## src/rtl/bit_packer_if.sv

```systemverilog
// Field-in / word-out bus of the bit packer: producer handshake plus FIFO write side.
interface bit_packer_if;
  logic        pushin;
  logic [3:0]  lenin;
  logic [14:0] datain;
  logic        flushin;
  logic        full;
  logic        readyout;
  logic        pushout;
  logic [31:0] dataout;
  logic [5:0]  fillout;

  modport master (
    output pushin, lenin, datain, flushin, full,
    input  readyout, pushout, dataout, fillout
  );

  modport slave (
    input  pushin, lenin, datain, flushin, full,
    output readyout, pushout, dataout, fillout
  );
endinterface

```

## src/rtl/bit_packer.sv

```systemverilog
// Packs variable-length fields (0..15 bits) MSB-first into 32-bit words for a FIFO,
// with a one-word pending buffer that stalls the producer while the FIFO is full.
module bit_packer (
  input  logic         clock,
  input  logic         reset,
  bit_packer_if.slave  bus
);
  localparam int DATA_W = 32;

  typedef enum logic [1:0] {RUN, HOLD, HOLDF} state_t;

  state_t              state, state_nxt;
  logic [DATA_W-1:0]   res_p0, res_nxt;
  logic [4:0]          cnt_p0, cnt_nxt;
  logic [DATA_W-1:0]   pw_p0, pw_nxt;
  logic [5:0]          pf_p0, pf_nxt;
  logic                vld_p1, vld_nxt;
  logic [DATA_W-1:0]   word_p1, word_nxt;
  logic [5:0]          fill_p1, fill_nxt;

  logic [3:0]          len_eff;
  logic [15:0]         mask;
  logic [14:0]         field;
  logic [6:0]          shift;
  logic [5:0]          total;
  logic [5:0]          over;
  logic [2*DATA_W-1:0] cat;

  // Residual and new field laid into a 64-bit window; the upper half is the next word.
  assign len_eff = bus.pushin ? bus.lenin : 4'd0;
  assign mask    = (16'd1 << len_eff) - 16'd1;
  assign field   = bus.datain & mask[14:0];
  assign total   = {1'b0, cnt_p0} + {2'b00, len_eff};
  assign over    = total - 6'd32;
  assign shift   = 7'd64 - {2'b00, cnt_p0} - {3'b000, len_eff};
  assign cat     = {res_p0, {DATA_W{1'b0}}} | ({49'd0, field} << shift);

  assign bus.readyout = (state == RUN);
  assign bus.pushout  = vld_p1;
  assign bus.dataout  = word_p1;
  assign bus.fillout  = fill_p1;

  always_comb begin
    state_nxt = state;
    res_nxt   = res_p0;
    cnt_nxt   = cnt_p0;
    pw_nxt    = pw_p0;
    pf_nxt    = pf_p0;
    vld_nxt   = 1'b0;
    word_nxt  = word_p1;
    fill_nxt  = fill_p1;
    case (state)
      RUN: begin
        if (total >= 6'd32) begin
          pw_nxt    = cat[63:32];
          pf_nxt    = 6'd32;
          res_nxt   = cat[31:0];
          cnt_nxt   = over[4:0];
          state_nxt = bus.flushin ? HOLDF : HOLD;
        end else if (bus.flushin && (total != 6'd0)) begin
          pw_nxt    = cat[63:32];
          pf_nxt    = total;
          res_nxt   = '0;
          cnt_nxt   = '0;
          state_nxt = HOLD;
        end else begin
          res_nxt   = cat[63:32];
          cnt_nxt   = total[4:0];
        end
      end
      HOLD: begin
        if (!bus.full) begin
          vld_nxt   = 1'b1;
          word_nxt  = pw_p0;
          fill_nxt  = pf_p0;
          state_nxt = RUN;
        end
      end
      HOLDF: begin
        if (!bus.full) begin
          vld_nxt  = 1'b1;
          word_nxt = pw_p0;
          fill_nxt = pf_p0;
          // The deferred flush turns the overflow remainder into the next pending word.
          if (cnt_p0 != 5'd0) begin
            pw_nxt    = res_p0;
            pf_nxt    = {1'b0, cnt_p0};
            res_nxt   = '0;
            cnt_nxt   = '0;
            state_nxt = HOLD;
          end else begin
            state_nxt = RUN;
          end
        end
      end
      default: state_nxt = RUN;
    endcase
  end

  always_ff @(posedge clock) begin
    if (!reset) begin
      state   <= RUN;
      res_p0  <= '0;
      cnt_p0  <= '0;
      pw_p0   <= '0;
      pf_p0   <= '0;
      vld_p1  <= 1'b0;
      word_p1 <= '0;
      fill_p1 <= '0;
    end else begin
      state   <= state_nxt;
      res_p0  <= res_nxt;
      cnt_p0  <= cnt_nxt;
      pw_p0   <= pw_nxt;
      pf_p0   <= pf_nxt;
      vld_p1  <= vld_nxt;
      word_p1 <= word_nxt;
      fill_p1 <= fill_nxt;
    end
  end
endmodule

```

## src/flat_wrapper.sv

```systemverilog
// flat-port wrapper written by rule: the top's interface ports become plain ports
module bit_packer_flat 
  (clock, reset, bus_pushin, bus_lenin, bus_datain, bus_flushin, bus_full, bus_readyout, bus_pushout, bus_dataout, bus_fillout);
  bit_packer_if bus_i ();
  input  logic clock;
  input  logic reset;
  input wire logic [$bits(bus_i.pushin)-1:0] bus_pushin;
  input wire logic [$bits(bus_i.lenin)-1:0] bus_lenin;
  input wire logic [$bits(bus_i.datain)-1:0] bus_datain;
  input wire logic [$bits(bus_i.flushin)-1:0] bus_flushin;
  input wire logic [$bits(bus_i.full)-1:0] bus_full;
  output wire logic [$bits(bus_i.readyout)-1:0] bus_readyout;
  output wire logic [$bits(bus_i.pushout)-1:0] bus_pushout;
  output wire logic [$bits(bus_i.dataout)-1:0] bus_dataout;
  output wire logic [$bits(bus_i.fillout)-1:0] bus_fillout;
  assign bus_i.pushin = bus_pushin;
  assign bus_i.lenin = bus_lenin;
  assign bus_i.datain = bus_datain;
  assign bus_i.flushin = bus_flushin;
  assign bus_i.full = bus_full;
  assign bus_readyout = bus_i.readyout;
  assign bus_pushout = bus_i.pushout;
  assign bus_dataout = bus_i.dataout;
  assign bus_fillout = bus_i.fillout;
  bit_packer u_core (.clock(clock), .reset(reset), .bus(bus_i));
endmodule
```

## config.mk

```make
export PLATFORM = sky130hd
export DESIGN_NAME = bit_packer_flat
export DESIGN_NICKNAME = d
export VERILOG_FILES = /design/src/rtl/bit_packer_if.sv /design/src/rtl/bit_packer.sv /design/src/flat_wrapper.sv
export SDC_FILE = /design/constraint.sdc
export NUM_CORES = 1
export LEC_CHECK = 0
export CELL_PAD_IN_SITES_DETAIL_PLACEMENT = 1
export CELL_PAD_IN_SITES_GLOBAL_PLACEMENT = 2
export CORE_MARGIN = 2
export CORE_UTILIZATION = 32
export CTS_BUF_LIST = sky130_fd_sc_hd__clkbuf_2 sky130_fd_sc_hd__clkbuf_4 sky130_fd_sc_hd__clkbuf_8
export DETAILED_ROUTE_END_ITERATION = 10
export PLACE_DENSITY_LB_ADDON = 0.1
export SKIP_LAST_GASP = 1
export SYNTH_ARGS = -nofsm -noshare
export SYNTH_HDL_FRONTEND = slang
export SYNTH_SLANG_ARGS = --single-unit
```

## constraint.sdc

```tcl
create_clock -name clock -period 3.3 [get_ports clock]
set_input_delay 0.33 -clock clock [delete_from_list [all_inputs] [get_ports clock]]
set_output_delay 0.33 -clock clock [all_outputs]
set_load 0.01 [all_outputs]
```

==> results of run 1 <==
==> cells by family (layout without fill, tap and decap cells) <==
| kind of cell | after synthesis | count (layout) | share of synthesized area |
|---|---|---|---|
| compound gates | 327 | 327 | 0.317 |
| xor+xnor | 8 | 8 | 0.0101 |
| fa+ha+maj | 15 | 15 | 0.0283 |
| buf+inv | 94 | 311 | 0.0544 |
| flops | 116 | 116 | 0.336 |
| mux | 19 | 19 | 0.0319 |
| simple gates | 325 | 325 | 0.222 |
==> worst reg2reg max path, cell delays in order (launching register included) <==
cell and delay [ns]:
dfxtp_1 0.33, inv_1 0.05, ha_1 0.18, ha_1 0.21, fa_2 0.40, xor2_1 0.18, buf_4 0.15, or3_1 0.36
o2111a_1 0.15, a221o_2 0.37, buf_4 0.16, a211o_1 0.28, o21ai_0 0.11, nor3_2 0.07
==> power by group <==
| group | total, W | leakage [nW] | switching [W] | internal [W] |
|---|---|---|---|---|
| Clock | 0.00144 | 0.214 | 0.000633 | 0.000809 |
| Combinational | 0.00379 | 2.65 | 0.00212 | 0.00167 |
| Sequential | 0.00173 | 0.941 | 0.000133 | 0.00160 |
==> per-layer routing <==
metal | vias up | GRT usage
li1 | 3742 | -
met2 | 201 | 0.428
met4 | 0 | 0.0710
met3 | 46 | 0.0364
met1 | 3845 | 0.359
met5 | - | 0
==> timing repair <==
action                                  CTS  global route
endpoints found under the setup margin   64            68
pin swaps                                 7            19
gates resized for setup                  21            35
buffers inserted                          0             2
==> cell type report <==
| class | instances | share of cell area |
|---|---|---|
| Multi-Input combinational cell | 694 | 0.453 |
| Tap cell | 275 | 0.0352 |
| Clock buffer | 21 | 0.0283 |
| Clock inverter | 11 | 0.0153 |
| Inverter | 23 | 0.00882 |
| Timing Repair Buffer | 256 | 0.222 |
| Sequential cell | 116 | 0.237 |
==> registers in the layout, indices dropped and copies added (netlist names) <==
register            flops
u_core.bus.dataout     32
u_core.res_p0          32
u_core.pf_p0            6
u_core.state            2
u_core.bus.pushout      1
u_core.cnt_p0           5
u_core.pw_p0           32
u_core.bus.fillout      6
==> per-stage QoR <==
| stage | power, W | util | cell area [sq um] | TNS [ns] |
|---|---|---|---|---|
| final | 0.00696 | 0.464 | 9780 | 0 |
| after global routing | 0.00736 | 0.464 | 9780 | -0.0296 |
| after CTS | 0.00686 | 0.458 | 9660 | -0.215 |
| after detailed placement | 0.00533 | 0.434 | 9150 | -40.51 |
| after global placement | 0.00527 | 0.434 | 9150 | -35.39 |
| after floorplan | 0.00346 | - | 6960 | -0.279 |
==> worst max path at each step <==
stage / startpoint / endpoint / slack [ns]
global placement: bus_lenin[2] / u_core.res_p0[13] / -0.67
detailed placement: bus_lenin[2] / u_core.res_p0[13] / -0.73
CTS: bus_pushin / u_core.res_p0[13] / -0.08
finish: bus_lenin[1] / u_core.pw_p0[12] / 0.04
floorplan: bus_lenin[2] / u_core.pw_p0[12] / -0.16
global route: bus_lenin[2] / u_core.res_p0[19] / -0.02
==> Yosys cell counts (all sizes together), types with 3 or more instances <==
library cell  number
nand3b             3
or3                5
a32o               5
a22oi             16
nor4               7
xor2               3
a221oi             5
o31a               3
mux2i             13
o21a               6
clkbuf            48
a21o               6
nand4              7
mux2               4
nor2              65
buf               23
o22ai              8
o221ai             5
nor3              29
o2bb2ai            3
xnor2              5
nand2            130
a211o              8
a221o              7
o31ai              5
a21oi             98
and3              19
ha                14
inv               22
or2                5
dfxtp            116
a211oi            12
and2              10
a2111oi            3
o21ai             71
o211ai            17
or4                3
a22o              11
nor2b              5
a31oi             16
nand3             19
nand2b            11
==> cell usage in the layout (no fill, tap or decap), types with 7 or more instances in the layout <==
| master | count |
|---|---|
| buf_4 | 184 |
| nand2_1 | 130 |
| dfxtp_1 | 116 |
| a21oi_1 | 92 |
| nor2_1 | 61 |
| o21ai_0 | 59 |
| clkdlybuf4s50_1 | 58 |
| nor3_1 | 22 |
| inv_1 | 21 |
| nand3_1 | 19 |
| and3_1 | 19 |
| clkbuf_8 | 19 |
| o211ai_1 | 17 |
| a22oi_1 | 15 |
| a31oi_1 | 14 |
| ha_1 | 13 |
| a211oi_1 | 12 |
| o21ai_1 | 11 |
| a22o_1 | 11 |
| nand2b_1 | 11 |
| and2_1 | 9 |
| mux2i_1 | 9 |
| a211o_1 | 7 |
| o22ai_1 | 7 |
| nand4_1 | 7 |
| buf_12 | 7 |
==> impl_metrics.toml, run 1 <==
[run_status]
outcome = "completed"

[setup_path]
worst-path-stages = 11
rr_startpoint = "u_core.cnt_p0[0]"
regToRegSetupSlack_ns = 0.16
worst_ep_arrival_time_ns = 3.62
max_stage_delay_ns = 0.53
end_kind = "flop"
worst-path-buf-inv = 1
required_ns = 3.67
start_kind = "input pin"
crit_slowest_cell = "mux4_2"
path_delay_family = "simple AND/OR/NAND/NOR gates"
reg2reg_to = "u_core.res_p0[13]"
ff2ff_path_depth = 13
cp_cell_sequence = "dlygate4sd2_1 > or4_4 > and2_4 > ha_4 > or4b_4 > o2bb2ai_4 > o21ai_2 > a221o_1 > mux4_2 > or3_1 > a31oi_1"
worstSetupPathType = "input pin to flop"
cp_max_fo = 3

[sta]
holdWs_ns = 0.449
layout_min_cycle_time_ns = 3.26
min_period_over_period = 0.987
worst_slack_ns = 0.0417
setup_viol = 0
skew_ns = 0.0154
rsz0062_at_grt = "true"
hold_viol = 0
max_slew_margin = 0.395
fmax_ghz = 0.307
worstMarginPinSlew_ns = 0.898
slew_violations = 0

[synth]
syn-cell-area_sq_um = 6900
avgSynthCellArea_sq_um = 7.64
yosysTopAreaCell = "dfxtp_1"
synth-main-ff-cell = "dfxtp_1"
postSynthCellCount = 904
yosysSeqAreaShare = 0.336
yosys_register_bits = 116
synth_edf_count = 0
synth_fp_nets = 943
synth_area_leaders = "dfxtp_1 34%, nand2_1 7.1%, a21oi_1 7.0%, o21ai_0 5.1%, nor2_1 3.5%"
yosys.area.top_type_share = 0.336
synth_cell_types = 79
async_flop_share = 0
synth_warnings = 0

[final_layout]
synthToLayoutAreaGrowth_pct = 41.7
n_fill_cell = 2598
drive_above_1_share = 0.257
diodes = 0
regArea_sq_um = 2320
multiInputGateArea_sq_um = 4430
nets = 1147
stdcell_count = 1396

[cts]
htree_levels = 4
cts_hold_buffers = 0
ctsLongestPathBuffers = 2
cts_tree = "built"
cts_root_buf = "clkbuf_8"
clk_pin_slew_worst_paths_ns = 0.08
clock_latency_ns = 0.43
cts_sinks = 116
numCtsBuffers = 17

[pwr]
ir_drop_v = 0.000291
leakagePower_nw = 3.81
p_per_area_nw_per_um2 = 711

[detailed_routing]
via_per_inst = 5.61
wl_met1_microns = 13900
route.met2.wl_microns = 13200
first_iter_violations = 396
wirelength_microns = 28800
dr.max_layer_used = "met4"
drc = 0
drt-wirelength-per-cell_microns = 20.7
dr.pass1.iters = 5
vias = 7834
wl_met3_microns = 1160
postRouteAntennaNets = 0

[global_route]
grt_overflow = 0
track_usage = 0.261
grt_max_degree = 62
grt_pass1_vias = 8173
grt_pass1_wl_microns = 45600
antenna_found_initial = 0

[floorplanning]
placementRows = 53
ios = 64
coreArea_sq_um = 21100
die_h_microns = 151
design.die.area_sq_um = 22800
start_util = 0.327
die_w_microns = 151

[min_path]
min-delay-start = "u_core.pw_p0[17]"
hold_path.class = "flop to flop"
holdPathEnd = "u_core.bus.dataout[17]"
whs_path_depth = 2

[place]
dpl_worst_slack_ns = -0.728
place_congestion = 0.951
port-buffer-count = 63
dp_hpwl_microns = 22500
dp_cells = 1362

[job]
drv_cap = 0
Power figures use the tool's default switching activity.
==> run 2, diff against run 1 <==
==> constraint.sdc (replaced) <==
create_clock -name clock -period 3.3 [get_ports clock]
set_input_delay 0.33 -clock clock [delete_from_list [all_inputs] [get_ports clock]]
set_output_delay 0.33 -clock clock [all_outputs]
set_load 0.005 [all_outputs]
==> results of run 2 <==
Same layout as run 1 (identical final DEF). Status: completed.
Among the figures that moved: total power 0.00696 W -> 0.00695 W
==> run 3, diff against run 2 <==
--- a/config.mk
+++ b/config.mk
@@ -10,6 +10,7 @@
 export CORE_MARGIN = 2
 export CORE_UTILIZATION = 32
 export CTS_BUF_LIST = sky130_fd_sc_hd__clkbuf_2 sky130_fd_sc_hd__clkbuf_4 sky130_fd_sc_hd__clkbuf_8
+export CTS_CLUSTER_SIZE = 24
 export DETAILED_ROUTE_END_ITERATION = 10
 export PLACE_DENSITY_LB_ADDON = 0.1
 export SKIP_LAST_GASP = 1
==> results of run 3 <==
Same layout as run 1 (identical final DEF). Status: completed.
Among the figures that moved: total power 0.00696 W -> 0.00695 W
